<file path="src/rtl/rv32_pkg.sv">
// rv32_pkg
//   Shared types and constants for the rv32i fetch front end.
//   fetch_entry_t : one decode-bound entry {pc, instr, fault}
//   INSTR_BYTES   : PC increment per sequential fetch
//   NOP_INSTR     : addi x0,x0,0, presented with a misaligned-target fault
package rv32_pkg;

    localparam int          INSTR_BYTES = 4;
    localparam logic [31:0] NOP_INSTR   = 32'h0000_0013;

    typedef struct packed {
        logic [31:0] pc;
        logic [31:0] instr;
        logic        fault;
    } fetch_entry_t;

endpackage

</file>
<file path="src/rtl/fetch_skid_buf.sv">
// fetch_skid_buf
//   Two-entry decode buffer: an output register presented to decode plus one
//   skid entry that catches a word arriving while the output is stalled.
//   The fetch issue rule guarantees a free slot for every arriving word, so
//   there is no upstream ready.
// Ports
//   clk, rst_n   clock, async active-low reset
//   flush        drop both entries; a same-cycle in_valid is loaded into out
//   in_valid     entry arriving this cycle
//   in_entry     arriving entry
//   out_ready    decode accepts the output entry this cycle
//   out_valid    output entry present
//   out_entry    output entry (held while out_valid & !out_ready)
//   skid_valid   skid entry occupied (for the fetch occupancy count)
module fetch_skid_buf
    import rv32_pkg::*;
(
    input  logic         clk,
    input  logic         rst_n,
    input  logic         flush,
    input  logic         in_valid,
    input  fetch_entry_t in_entry,
    input  logic         out_ready,
    output logic         out_valid,
    output fetch_entry_t out_entry,
    output logic         skid_valid
);

    fetch_entry_t skid_entry;
    logic         pop;

    assign pop = out_valid & out_ready;

    always_ff @(posedge clk or negedge rst_n) begin
        if (!rst_n) begin
            out_valid  <= 1'b0;
            skid_valid <= 1'b0;
            out_entry  <= '0;
            skid_entry <= '0;
        end else if (flush) begin
            out_valid  <= in_valid;
            skid_valid <= 1'b0;
            if (in_valid) begin
                out_entry <= in_entry;
            end
        end else if (skid_valid) begin
            // Skid is older than any arrival, so it always moves up first.
            if (pop) begin
                out_entry  <= skid_entry;
                skid_valid <= in_valid;
                if (in_valid) begin
                    skid_entry <= in_entry;
                end
            end
        end else if (!out_valid || pop) begin
            out_valid <= in_valid;
            if (in_valid) begin
                out_entry <= in_entry;
            end
        end else if (in_valid) begin
            skid_valid <= 1'b1;
            skid_entry <= in_entry;
        end
    end

endmodule

</file>
<file path="src/rtl/fetch_unit.sv">
// fetch_unit
//   Instruction-fetch front end for the rv32i core. Owns the PC, issues one
//   word address per cycle to instr_mem (1-cycle registered read), and
//   presents {pc, instr} to decode over valid/ready. Redirects from execute
//   flush everything in flight and restart fetch at the target.
// Build option
//   FETCH_MISALIGN_TRAP_EN : a misaligned redirect target produces one fault
//   entry (nop, dec_fault=1) and halts fetch until the next redirect.
//   Undefined: the target's low two bits are cleared and dec_fault stays 0.
// Ports
//   clk, rst_n    clock, async active-low reset
//   imem_addr     byte address to instr_mem (combinational)
//   imem_instr    instr_mem read data, valid the cycle after issue
//   redirect      taken branch/jump strobe from execute
//   redirect_pc   redirect target byte address
//   dec_valid     entry available to decode
//   dec_ready     decode accepts the entry
//   dec_pc        PC of presented entry
//   dec_instr     presented instruction word
//   dec_fault     instruction-address-misaligned marker
module fetch_unit
    import rv32_pkg::*;
#(
    parameter int              XLEN         = 32,
    parameter logic [XLEN-1:0] RESET_VECTOR = '0
) (
    input  logic            clk,
    input  logic            rst_n,
    output logic [XLEN-1:0] imem_addr,
    input  logic [31:0]     imem_instr,
    input  logic            redirect,
    input  logic [XLEN-1:0] redirect_pc,
    output logic            dec_valid,
    input  logic            dec_ready,
    output logic [XLEN-1:0] dec_pc,
    output logic [31:0]     dec_instr,
    output logic            dec_fault
);

    logic [XLEN-1:0] pc_q;
    logic [XLEN-1:0] inflight_pc;
    logic            inflight_q;
    logic [XLEN-1:0] target;
    logic            fault_inj;
    logic            halted;
    logic            fire;
    logic            issue;
    logic [1:0]      occ;
    logic            buf_in_valid;
    logic            out_valid;
    logic            skid_valid;
    fetch_entry_t    buf_in_entry;
    fetch_entry_t    out_entry;

`ifdef FETCH_MISALIGN_TRAP_EN
    logic halted_q;

    assign target    = redirect_pc;
    assign fault_inj = redirect & (redirect_pc[1:0] != 2'b00);
    assign halted    = halted_q;

    // Any redirect clears the halt; a misaligned one re-arms it.
    always_ff @(posedge clk or negedge rst_n) begin
        if (!rst_n) begin
            halted_q <= 1'b0;
        end else if (redirect) begin
            halted_q <= fault_inj;
        end
    end
`else
    assign target    = {redirect_pc[XLEN-1:2], 2'b00};
    assign fault_inj = 1'b0;
    assign halted    = 1'b0;
`endif

    // A redirect overrides decode's ready: the presented entry is squashed.
    assign fire = out_valid & dec_ready & ~redirect;

    // Occupancy after this cycle's fire must leave room for the word issued now.
    assign occ = 2'(out_valid) + 2'(skid_valid) + 2'(inflight_q);

    always_comb begin
        issue = 1'b0;
        if (redirect) begin
            issue = ~fault_inj;
        end else if (!halted) begin
            issue = (occ - 2'(fire)) < 2'd2;
        end
    end

    assign imem_addr = redirect ? target : pc_q;

    always_ff @(posedge clk or negedge rst_n) begin
        if (!rst_n) begin
            pc_q        <= RESET_VECTOR;
            inflight_q  <= 1'b0;
            inflight_pc <= '0;
        end else begin
            inflight_q <= issue;
            if (issue) begin
                pc_q        <= imem_addr + XLEN'(INSTR_BYTES);
                inflight_pc <= imem_addr;
            end
        end
    end

    // On a redirect the arriving word is dropped; only a fault entry may enter.
    always_comb begin
        buf_in_valid       = redirect ? fault_inj : inflight_q;
        buf_in_entry.pc    = inflight_pc;
        buf_in_entry.instr = imem_instr;
        buf_in_entry.fault = 1'b0;
        if (fault_inj) begin
            buf_in_entry.pc    = redirect_pc;
            buf_in_entry.instr = NOP_INSTR;
            buf_in_entry.fault = 1'b1;
        end
    end

    fetch_skid_buf u_skid (
        .clk        (clk),
        .rst_n      (rst_n),
        .flush      (redirect),
        .in_valid   (buf_in_valid),
        .in_entry   (buf_in_entry),
        .out_ready  (dec_ready),
        .out_valid  (out_valid),
        .out_entry  (out_entry),
        .skid_valid (skid_valid)
    );

    assign dec_valid = out_valid;
    assign dec_pc    = out_entry.pc;
    assign dec_instr = out_entry.instr;
    assign dec_fault = out_entry.fault;

endmodule

</file>
<file path="config.mk">
export PLATFORM = sky130hd
export DESIGN_NAME = fetch_unit
export DESIGN_NICKNAME = d
export VERILOG_FILES = /design/src/rtl/rv32_pkg.sv /design/src/rtl/fetch_skid_buf.sv /design/src/rtl/fetch_unit.sv
export SDC_FILE = /design/constraint.sdc
export NUM_CORES = 1
export LEC_CHECK = 0
export CAP_MARGIN = 20
export CORE_MARGIN = 3
export CORE_UTILIZATION = 52
export DETAILED_ROUTE_END_ITERATION = 16
export GPL_ROUTABILITY_DRIVEN = 0
export GPL_TIMING_DRIVEN = 1
export HOLD_SLACK_MARGIN = 0.12
export PLACE_DENSITY = 0.8
export SLEW_MARGIN = 0
export SYNTH_ARGS = -nofsm -noshare
export SYNTH_HDL_FRONTEND = slang
export SYNTH_SLANG_ARGS = --single-unit
export TNS_END_PERCENT = 30
</file>
<file path="constraint.sdc">
create_clock -name clk -period 3.19 [get_ports clk]
set_input_delay 0.638 -clock clk [delete_from_list [all_inputs] [get_ports clk]]
set_output_delay 0.638 -clock clk [all_outputs]
set_load 0.03 [all_outputs]
</file>
# Yosys cells after proc, flatten, opt, wreduce, memory -nomap -nowiden
# Cells that the tools add are included.
[word_totals]
rom_bits = 0
latch_bits = 0
ramBits = 0
mem_count = 0
reg_bits = 197
[classes]
n_mul = 0
div = 0
eq_ne = 4
n_shift = 0
addsub = 4
n_mux = 20
bitwise_logic = 3
n_reduce_logical = 7
n_lt_le_gt_ge = 1
[ops]
columns = ["cell", "count"]
rows = [
  ["$mux 65", 9],
  ["$add 32x3->32 const B", 1],
  ["$mux 32", 1],
  ["$mux 1", 10],
  ["$ne 2x2->1 const B", 2],
  ["$reduce_and 2->1", 2],
  ["$ne 3x3->1 const B", 1],
  ["$reduce_and 3->1", 1],
  ["$reduce_bool 3->1", 1],
  ["$add 1x1->2", 1],
  ["$add 2x1->2", 1],
  ["$and 1x1->1", 2],
  ["$lt 2x2->1 const B", 1],
  ["$ne 2x1->1 const B", 1],
  ["$reduce_bool 2->1", 1],
  ["$sub 2x1->2", 1],
  ["$logic_not 1->1", 1],
  ["$logic_or 1x1->1", 1],
  ["$not 1->1", 1],
]

# Logic depth before layout (Yosys ltp)
[depth]
ltp_word = 5
ltp_mapped = 14

# By module
# Synthesis repeated with hierarchy kept, for this count alone.
[unflattened]
cells_unflattened = 913
hier_area_um2 = 9651.8
[by_module_without_submodules]
columns = ["module", "area_per_inst_um2", "instances", "seq_area_each_um2", "cells_per_inst"]
rows = [
  ["fetch_skid_buf", 6127.1, 1, 3303.2, 525],
  ["fetch_unit", 3524.6, 1, 1576.5, 388],
]

# Worst setup path after synthesis
# Ideal clock, no wire load.
[synth_timing]
kind = "in2reg"
startpoint = "in redirect"
endpoint = "reg pc_q[28]"
required_ns = 3.095
setup_ns = 0.095
path_stages = 9
t_arrival_ns = 3.152
path_buffers = 2
slack_ns = -0.058
cell_sequence = "clkbuf_1 -> buf_1 -> mux2_2 -> ha_1 -> nand4b_1 -> a21oi_1 -> nand4_1 -> o31a_1 -> o31ai_1"
[synth_via]
word_cells_on_any_way = 7
cone_classes = "add/sub (2); order compare (1); mux (2); bitwise (2)"
[synth_lines]
columns = ["item", "line", "source"]
rows = [
  ["start: declaration", "fetch_unit.sv:31", "input logic redirect,"],
  ["$mux 32", "fetch_unit.sv:91", "assign imem_addr = redirect ? target : pc_q;"],
  ["net imem_addr[2]", "fetch_unit.sv:29", "output logic [XLEN-1:0] imem_addr,"],
  ["$add 32x3->32", "fetch_unit.sv:101", "pc_q <= imem_addr + XLEN'(INSTR_BYTES);"],
  ["end signal: assignment", "fetch_unit.sv:101", ""],
  ["end: declaration", "fetch_unit.sv:40", "logic [XLEN-1:0] pc_q;"],
]
# The timed path passes the listed nets, and every way through them passes these cells.
# A chain may end at the register's enable or synchronous reset.

# Worst setup path in the final report
[layout_timing]
startpoint = "in redirect"
endpoint = "out imem_addr[30]"
[layout_via]
elab_chain_len = 1
[layout_rtl]
columns = ["item", "line"]
rows = [
  ["$mux 32", "fetch_unit.sv:91"],
  ["end: declaration", "fetch_unit.sv:29"],
]
# No other way between the ends.

==> results.md <==
- Synth cell types: 47
- Drt total wl: 21500 µm
- Layout Skew: 15.8 ps
- Kind of critical path: in2out
- Asr flop ratio synth: 100%
- Final Hold Vio Count: 0
- Avg Synthesized Cell Area: 10.6 µm²
- Worst-path maximum fanout: 19
- Post-CTS Hold Fix Bufs: 0
- Hpwl dp: 14500 µm
- DR vias: 6975
- Mapped Cells: 816
- Vias/cell: 5.74
- Final setup fails: 0
- EDFF count, synth: 0
- Clk slew on worst S/H paths: 70 ps
- Fin. max-slew vios: 0
- Clk Latency, worst-skew pair: 440 ps
- CTS root buf: clkbuf_16
- Avg WL per Cell: 17.7 µm
- Hold Path Class: in2async
- Worst-Margin Slew: 745 ps
- Boundary pin count: 166
- CTS tree: built
- TritonCTS Buffers: 17
- Wire length of the first global-routing pass: 35200 µm
- Layout cell share with drive strength beyond 1: 16.4%
- Worst path max stage delay: 600 ps
- Initial Util: 53.7%
- GRT Residual Overflow: 0
- Largest net degree at the start of global routing: 83
- Worst slack, placed: 44.9 ps
- CP Capture Type: output pin
- # rows: 46
- Final ANT Viol Nets: 0
- Ant diodes: 0
- CP bufs+invs: 4
- Reg-to-Reg End: inflight_pc[26]
- Syn Nets: 887
- Fin Setup TNS: 0 ps
- Fin area: 11300 µm²
- Peak VDD IR: 0.527 mV
- CTS H-tree depth: 4
- Dominant synthesized flop cell: dfrtp_1
- Post-synthesis sequential area ratio: 56.1%
- Outcome: complete, no violations
- Post CTS Setup Buffer Count: 0
- FMAX: 332 MHz
- Placed Area: 10700 µm²
- Worst Reg-to-Reg Cells: 11
- Rel. slew slack: 50.3%
- Leak: 0.00472 µW
- Delay-heaviest family, CP: buffers and inverters
- Startpoint Class: input pin
- Power Density: 1040 nW/µm²
- Most common cell after layout, fill and taps aside: dfrtp_1
- Vias in the first global route: 7006
- #FFs+latches synth: 194
- Post-CTS resize count: 0
- Yosys warnings: 0
- Max Cap Viol: 0
- Commonest cells after routing, fill and taps aside: dfrtp_1, clkdlybuf4s50_1, nor2_1
- Core Region: 16100 µm²
- Area Growth Syn to Fin: 30.5%
- Clock sink count: 194
- Fin Hold WS: 243 ps
- Die Ht: 135 µm
- Final worst path period share: 94.5%
- Slowest cell on the critical path: clkdlybuf4s50_1
- Gr usage total: 24.0%
- Reg2reg setup slack: 620 ps
- Crit path DAT: 2380 ps
- Initial DRC Count: 538
- # DRC: 0
- Synth Cell Area: 8660 µm²
- I/O Buffers: 163
- Setup ws final: 176 ps
- Initial antenna violation count: 0
- Fin crit period: 3010 ps
- Worst Path Required: 2550 ps
- Nets: 1058
- TritonRoute pass-1 iters: 5
- Worst r2r src: u_skid.out_valid
- Die footprint: 18200 µm²
- Die X: 135 µm
- RSZ-0062 raised after global routing: false
- CTS Buffer Depth: 2
- Cell Chain, Critical Path: buf_2 > buf_4 > mux2i_1 > inv_1 > clkdlybuf4s50_1
## per-layer routing
| layer | global-route usage, % | share of wire, % | vias to the layer above |
|---|---|---|---|
| met2 | 36.8 | 45 | 292 |
| li1 | - | - | 3284 |
| met4 | 6.49 | 1.3 | 0 |
| met1 | 34.5 | 46 | 3376 |
| met3 | 6.04 | 6.9 | 23 |
| met5 | 0 | 0 | - |
## sequential cells by signal, indices dropped and copies added, names as in the netlist
name / flops
u_skid.out_entry: 65
u_skid.skid_entry: 64
pc_q: 32
inflight_pc: 30
inflight_q: 1
u_skid.out_valid: 1
u_skid.skid_valid: 1
## layout make-up
class	count	area, µm²
Clock buffer	17	425
Multi-Input combinational cell	547	3520
Sequential cell	194	4850
Timing Repair Buffer	205	2000
Clock inverter	15	160
Tap cell	216	270
Inverter	22	82.6
Fill cell	1212	4810
## how the worst max path moves through the flow
stage                         start  cells past startpoint              end
after floorplan            redirect                     13  inflight_pc[26]
after global placement    dec_ready                     12  inflight_pc[26]
after detailed placement  dec_ready                     12  inflight_pc[26]
after CTS                  redirect                      5    imem_addr[30]
after global routing       redirect                      5    imem_addr[30]
final                      redirect                      5    imem_addr[30]
## power breakdown
group,switching [µW],internal (µW),total [µW]
sequential,740,3670,4410
clock,1040,1060,2100
combinational,2960,2260,5220
## cell usage after synthesis, drive strengths merged (3+ instances only)
| library cell | n | area, µm² |
|---|---|---|
| a21oi | 102 | 510 |
| a222oi | 3 | 30.0 |
| a31oi | 3 | 18.8 |
| and3 | 5 | 31.3 |
| buf | 22 | 105 |
| clkbuf | 31 | 116 |
| dfrtp | 194 | 4850 |
| ha | 3 | 37.5 |
| inv | 21 | 78.8 |
| mux2 | 79 | 890 |
| mux2i | 17 | 170 |
| nand2 | 32 | 120 |
| nand3 | 12 | 65.1 |
| nand3b | 5 | 37.5 |
| nand4 | 10 | 68.8 |
| nand4b | 6 | 52.6 |
| nor2 | 123 | 462 |
| nor2b | 7 | 43.8 |
| nor3 | 5 | 25.0 |
| nor4 | 6 | 37.5 |
| o21a | 3 | 22.5 |
| o21ai | 9 | 45.0 |
| o22ai | 65 | 407 |
| o31a | 4 | 35.0 |
| o31ai | 9 | 67.6 |
| xnor2 | 15 | 131 |
| xor2 | 5 | 43.8 |
## stage by stage
stage	utilization, %	cells	total power [µW]
after global routing	70.1	1216	12400
after detailed placement	66.5	1184	9680
after CTS	70.1	1216	11800
final	70.1	1216	11700
after global placement	66.5	1184	9480
after floorplan	-	816	7570
## logic make-up (layout without fill, tap and decap cells)
logic type      count (synthesis)  after routing  share of synthesized area, %
xor+xnor                       20             20                          2.02
fa+ha+maj                       3              3                         0.433
mux                            96             96                          12.2
flops                         194            194                          56.1
compound gates                209            209                          14.2
simple gates                  219            219                          11.6
buf+inv                        75            259                          3.51
No activity file was read; power rests on OpenSTA's default activity.
